--- src/rtl/codec_bringup_seq.sv ---
// Audio codec power-up sequencer: power-down hold, settle, I2C register init with bounded
// retries, then datapath enable with a muted warm-up before going live.
module codec_bringup_seq #(
  parameter int unsigned FS_DIV             = 256,
  parameter int unsigned PDN_LOW_FRAMES     = 4,
  parameter int unsigned SETTLE_FRAMES      = 48,
  parameter int unsigned I2C_TIMEOUT_FRAMES = 1024,
  parameter int unsigned MUTE_FRAMES        = 64,
  parameter int unsigned MAX_RETRY          = 3
) (
  input  logic       clk_256fs,
  input  logic       rst_n,
  input  logic       restart,
  input  logic       i2c_done,
  input  logic       i2c_err,
  output logic       codec_pdn_n,
  output logic       i2c_start,
  output logic       audio_en,
  output logic       mute,
  output logic       ready,
  output logic       fault,
  output logic [1:0] retry_cnt,
  output logic [2:0] state
);

  localparam int unsigned MaxA      = (PDN_LOW_FRAMES > SETTLE_FRAMES) ?
                                      PDN_LOW_FRAMES : SETTLE_FRAMES;
  localparam int unsigned MaxB      = (I2C_TIMEOUT_FRAMES > MUTE_FRAMES) ?
                                      I2C_TIMEOUT_FRAMES : MUTE_FRAMES;
  localparam int unsigned MaxFrames = (MaxA > MaxB) ? MaxA : MaxB;
  localparam int unsigned MaxCycles = MaxFrames * FS_DIV;
  localparam int unsigned TimerW    = (MaxCycles > 1) ? $clog2(MaxCycles) : 1;

  localparam logic [TimerW-1:0] HoldLoad    = TimerW'(PDN_LOW_FRAMES * FS_DIV - 1);
  localparam logic [TimerW-1:0] SettleLoad  = TimerW'(SETTLE_FRAMES * FS_DIV - 1);
  localparam logic [TimerW-1:0] TimeoutLoad = TimerW'(I2C_TIMEOUT_FRAMES * FS_DIV - 1);
  localparam logic [TimerW-1:0] MuteLoad    = TimerW'(MUTE_FRAMES * FS_DIV - 1);
  localparam logic [1:0]        MaxRetry    = 2'(MAX_RETRY);

  typedef enum logic [2:0] {
    StHold     = 3'd0,
    StSettle   = 3'd1,
    StI2cStart = 3'd2,
    StI2cWait  = 3'd3,
    StUnmute   = 3'd4,
    StRun      = 3'd5,
    StFault    = 3'd6
  } state_e;

  state_e              state_q, state_d;
  logic [TimerW-1:0]   timer_q, timer_d;
  logic [1:0]          retry_q, retry_d;
  logic                fail;
  logic                timer_zero;

  function automatic logic [TimerW-1:0] load_for(state_e s);
    case (s)
      StHold:    load_for = HoldLoad;
      StSettle:  load_for = SettleLoad;
      StI2cWait: load_for = TimeoutLoad;
      StUnmute:  load_for = MuteLoad;
      default:   load_for = '0;
    endcase
  endfunction

  assign timer_zero = (timer_q == '0);

  always_comb begin
    state_d = state_q;
    retry_d = retry_q;
    fail    = 1'b0;
    case (state_q)
      StHold:     if (timer_zero) state_d = StSettle;
      StSettle:   if (timer_zero) state_d = StI2cStart;
      StI2cStart: state_d = StI2cWait;
      StI2cWait: begin
        // A completion on the timeout cycle is judged on its error flag, not as a timeout.
        if (i2c_done) begin
          if (i2c_err) fail = 1'b1;
          else         state_d = StUnmute;
        end else if (timer_zero) begin
          fail = 1'b1;
        end
      end
      StUnmute:   if (timer_zero) state_d = StRun;
      StRun, StFault: state_d = state_q;
      default:    state_d = StHold;
    endcase

    if (fail) begin
      if (retry_q < MaxRetry) begin
        retry_d = retry_q + 2'd1;
        state_d = StHold;
      end else begin
        state_d = StFault;
      end
    end

    if (restart) begin
      state_d = StHold;
      retry_d = '0;
    end

    if (restart || (state_d != state_q)) begin
      timer_d = load_for(state_d);
    end else if (!timer_zero) begin
      timer_d = timer_q - TimerW'(1);
    end else begin
      timer_d = timer_q;
    end
  end

  // Outputs are decoded from the next state so they switch on the same edge as the state.
  always_ff @(posedge clk_256fs or negedge rst_n) begin
    if (!rst_n) begin
      state_q     <= StHold;
      timer_q     <= HoldLoad;
      retry_q     <= '0;
      codec_pdn_n <= 1'b0;
      i2c_start   <= 1'b0;
      audio_en    <= 1'b0;
      mute        <= 1'b1;
      ready       <= 1'b0;
      fault       <= 1'b0;
    end else begin
      state_q     <= state_d;
      timer_q     <= timer_d;
      retry_q     <= retry_d;
      codec_pdn_n <= state_d inside {StSettle, StI2cStart, StI2cWait, StUnmute, StRun};
      i2c_start   <= (state_d == StI2cStart);
      audio_en    <= state_d inside {StUnmute, StRun};
      mute        <= (state_d != StRun);
      ready       <= (state_d == StRun);
      fault       <= (state_d == StFault);
    end
  end

  assign retry_cnt = retry_q;
  assign state     = state_q;

endmodule

--- config.mk ---
export PLATFORM = sky130hd
export DESIGN_NAME = codec_bringup_seq
export DESIGN_NICKNAME = d
export VERILOG_FILES = /design/src/rtl/codec_bringup_seq.sv
export SDC_FILE = /design/constraint.sdc
export NUM_CORES = 1
export LEC_CHECK = 0
export ABC_AREA = 0
export CORE_ASPECT_RATIO = 1.2
export CORE_MARGIN = 8
export CORE_UTILIZATION = 55
export DETAILED_ROUTE_END_ITERATION = 8
export GPL_ROUTABILITY_DRIVEN = 0
export PLACE_DENSITY = 0.85
export SYNTH_ARGS = -nofsm -noshare
export SYNTH_HDL_FRONTEND = slang
export SYNTH_SLANG_ARGS = --single-unit
--- constraint.sdc ---
create_clock -name clk_256fs -period 3.1 [get_ports clk_256fs]
set_clock_uncertainty 0.1 [all_clocks]
set_input_delay 0.62 -clock clk_256fs [delete_from_list [all_inputs] [get_ports clk_256fs]]
set_output_delay 0.62 -clock clk_256fs [all_outputs]
set_load 0.03 [all_outputs]
==> results.json <==
{
  "clock_latency_ps": 280,
  "crit_fanout": 6,
  "finalHoldViolCount": 0,
  "clock-sinks": 29,
  "setup_viol": 0,
  "initial_core_util_pct": 56.29,
  "coreArea_mm2": 0.003252,
  "rows": 23,
  "async_flop_share_pct": 100.0,
  "cp-end-kind": "register",
  "crit_chain": "inv_1 > ha_1 > nor4b_2 > nand4_1 > o21ai_2 > o211ai_2 > or4_1 > a32oi_1",
  "cts_resized": 0,
  "busiest_layer": "met2",
  "synth_mux_area_share_pct": 1.094,
  "layout_setup_ws_ps": 406.9,
  "power_leakage_nw": 0.8820,
  "place_hpwl_um": 2915,
  "final_cells": 249,
  "synth_edf_count": 0,
  "synthTopCellsByArea": "dfrtp_1 (25%), dfstp_2 (16%), xnor2_1 (6.2%), o22ai_2 (4.8%), nor2_1 (3.7%)",
  "yosysTopAreaCellShare_pct": 24.61,
  "start_kind": "register",
  "dr.pass1.iters": 4,
  "io_pins": 16,
  "cts.clk_slew.worst_paths_ps": 60,
  "numCtsBuffers": 5,
  "dp_slack_ps": 360.3,
  "syn_area_mm2": 0.001831,
  "peakVddDrop_mv": 0.3185,
  "synth_top_flop_cell": "dfrtp_1",
  "drc": 0,
  "area_growth_pct": 15.99,
  "die_w_um": 68.67,
  "synth_area_per_cell_um2": 9.484,
  "die-height_um": 79.20,
  "dr_total_vias": 1519,
  "hold-path-cell-count": 2,
  "use_met1_pct": 19.15,
  "synth_cell_type_count": 52,
  "antenna_left": 0,
  "path_class": "reg -> reg",
  "synth_compound_area_share_pct": 23.03,
  "power_density_mw_per_mm2": 384.3,
  "post_drt_wl_per_cell_um": 16.03,
  "finalPower_uw": 816.0,
  "overflow": 0,
  "track_usage_pct": 16.46,
  "synth_fp_nets": 200,
  "fin_crit_sh_pct": 86.87,
  "setup_tns_ps": 0,
  "placed_cell_area_mm2": 0.002022,
  "required_ps": 3200,
  "ys_seq_area_share_pct": 40.40,
  "cp.arrival_ps": 2790,
  "synth_top_family_by_area": "compound AO/OA/AOI/OAI gates",
  "htree_levels": 2,
  "grt_use_met3_pct": 5.204,
  "fin_crit_ps": 2693,
  "placed_cells": 241,
  "io_buffers": 15,
  "drive_gt1_share_pct": 20.75,
  "routed_wl_um": 3991,
  "status": "finished, final reports clean",
  "yosysWarningCount": 0,
  "worst_slew_pin_slew_ps": 570.4,
  "antenna_found_initial": 0,
  "vias_per_cell": 6.100,
  "grt_pass1_wl_um": 6886,
  "grt_start_max_net_pins": 30,
  "hold_buffers": 0,
  "utilization_pct": 65.29,
  "cts_tree": "built",
  "grt_pass1_vias": 1560,
  "met2_usage_pct": 25.82,
  "ys_ff_latch": 29,
  "dieArea_mm2": 0.005438,
  "fill_cells": 266,
  "max_freq_ghz": 0.3713,
  "finalNetCount": 218,
  "relSlewSlack_pct": 61.68,
  "antenna_cells": 0,
  "drt_iter0_drc": 156,
  "crit_path_max_incr_delay_ps": 500,
  "synthXorXnorAreaFrac_pct": 8.134,
  "synth-simple-area-share_pct": 21.60,
  "synth_top_cell_by_area": "dfrtp_1",
  "synth_fa_ha_area_share_pct": 1.367,
  "cp_slowest_cell": "or4_1",
  "cts_buffer_depth": 2,
  "fin_area_mm2": 0.002123,
  "netlist_instances": 193,
  "hold_path.class": "reg -> reg",
  "maxCapViolations": 0,
  "rsz0062_at_grt": "false",
  "holdWs_ps": 461.2,
  "cts_setup_buffers": 0,
  "r2r_cells": 8,
  "maxSlewViolCount": 0,
  "root_buffer": "clkbuf_8"
}
==> synth_stat cells, drive strengths merged, types with 4 or more instances <==
master  instances
nand3           6
nor2           18
o22ai           7
o21ai          18
a21oi           7
xor2            4
dfrtp          18
nand2          13
xnor2          13
nor3            6
nor4            6
dfstp          11
or4             4
inv             8
or3             4
clkbuf          7
==> layer usage <==
layer	vias up	wire length [um]
met5	-	0
met4	0	127
met3	12	226
met2	49	1970
met1	720	1666
li1	738	-
==> sequential cells by signal, summed over array words and instances (netlist names) <==
register     flops
audio_en         1
mute             1
retry_cnt        2
i2c_start        1
ready            1
fault            1
timer_q         18
codec_pdn_n      1
state            3
==> cells in the final DEF (no fill, tap or decap), types with 7 or more instances in the layout <==
cell type	instances
nor2_1	18
xnor2_1	13
inv_1	8
a21oi_1	7
dfstp_2	11
clkdlybuf4s50_1	15
o21ai_0	12
dfrtp_1	18
o22ai_2	7
nand2_1	13
clkbuf_8	7
==> cell type report <==
| class | count | area (um2) | share of cell area (%) |
|---|---|---|---|
| clock buffers | 7 | 96.34 | 4.537 |
| flip-flops and latches | 29 | 739.5 | 34.83 |
| multi-input cells | 146 | 1011 | 47.61 |
| repair buffers | 21 | 195.2 | 9.193 |
| inverters | 8 | 30.03 | 1.414 |
| clock inverters | 1 | 5.005 | 0.2357 |
| well taps | 37 | 46.29 | 2.180 |
==> cells by family (layout without fill, tap and decap cells) <==
logic type               after synthesis  in the layout
buffers and inverters                 18             37
adder cells (fa/ha/maj)                2              2
flip-flops                            29             29
multiplexers                           2              2
AO/OA/AOI/OAI                         52             52
AND/OR/NAND/NOR                       73             73
XOR/XNOR                              17             17
==> where the power goes <==
part           leakage [nW]  switching (mW)  internal [mW]
Clock                0.0542           0.138          0.200
Combinational         0.460          0.0368         0.0303
Sequential            0.368          0.0139          0.397
==> path summary, 6_finish.rpt <==
kind / start / to / slack, ps
min reg2reg: retry_cnt[1] / retry_cnt[1] / 460
max reg2reg: timer_q[0] / timer_q[12] / 410
max in group asynchronous: rst_n / timer_q[7] / 1960
min in group asynchronous: rst_n / retry_cnt[0] / 620
min: retry_cnt[1] / retry_cnt[1] / 460
max: timer_q[0] / timer_q[12] / 410
==> critical path, delay by kind of cell, from the launching register on <==
kind	cells	cell delay, ps
buffers and inverters	1	80
adder cells (fa/ha/maj)	1	210
AND/OR/NAND/NOR	3	1180
AO/OA/AOI/OAI	3	670
flip-flops	1	390
No activity file was read; power rests on OpenSTA's default activity.
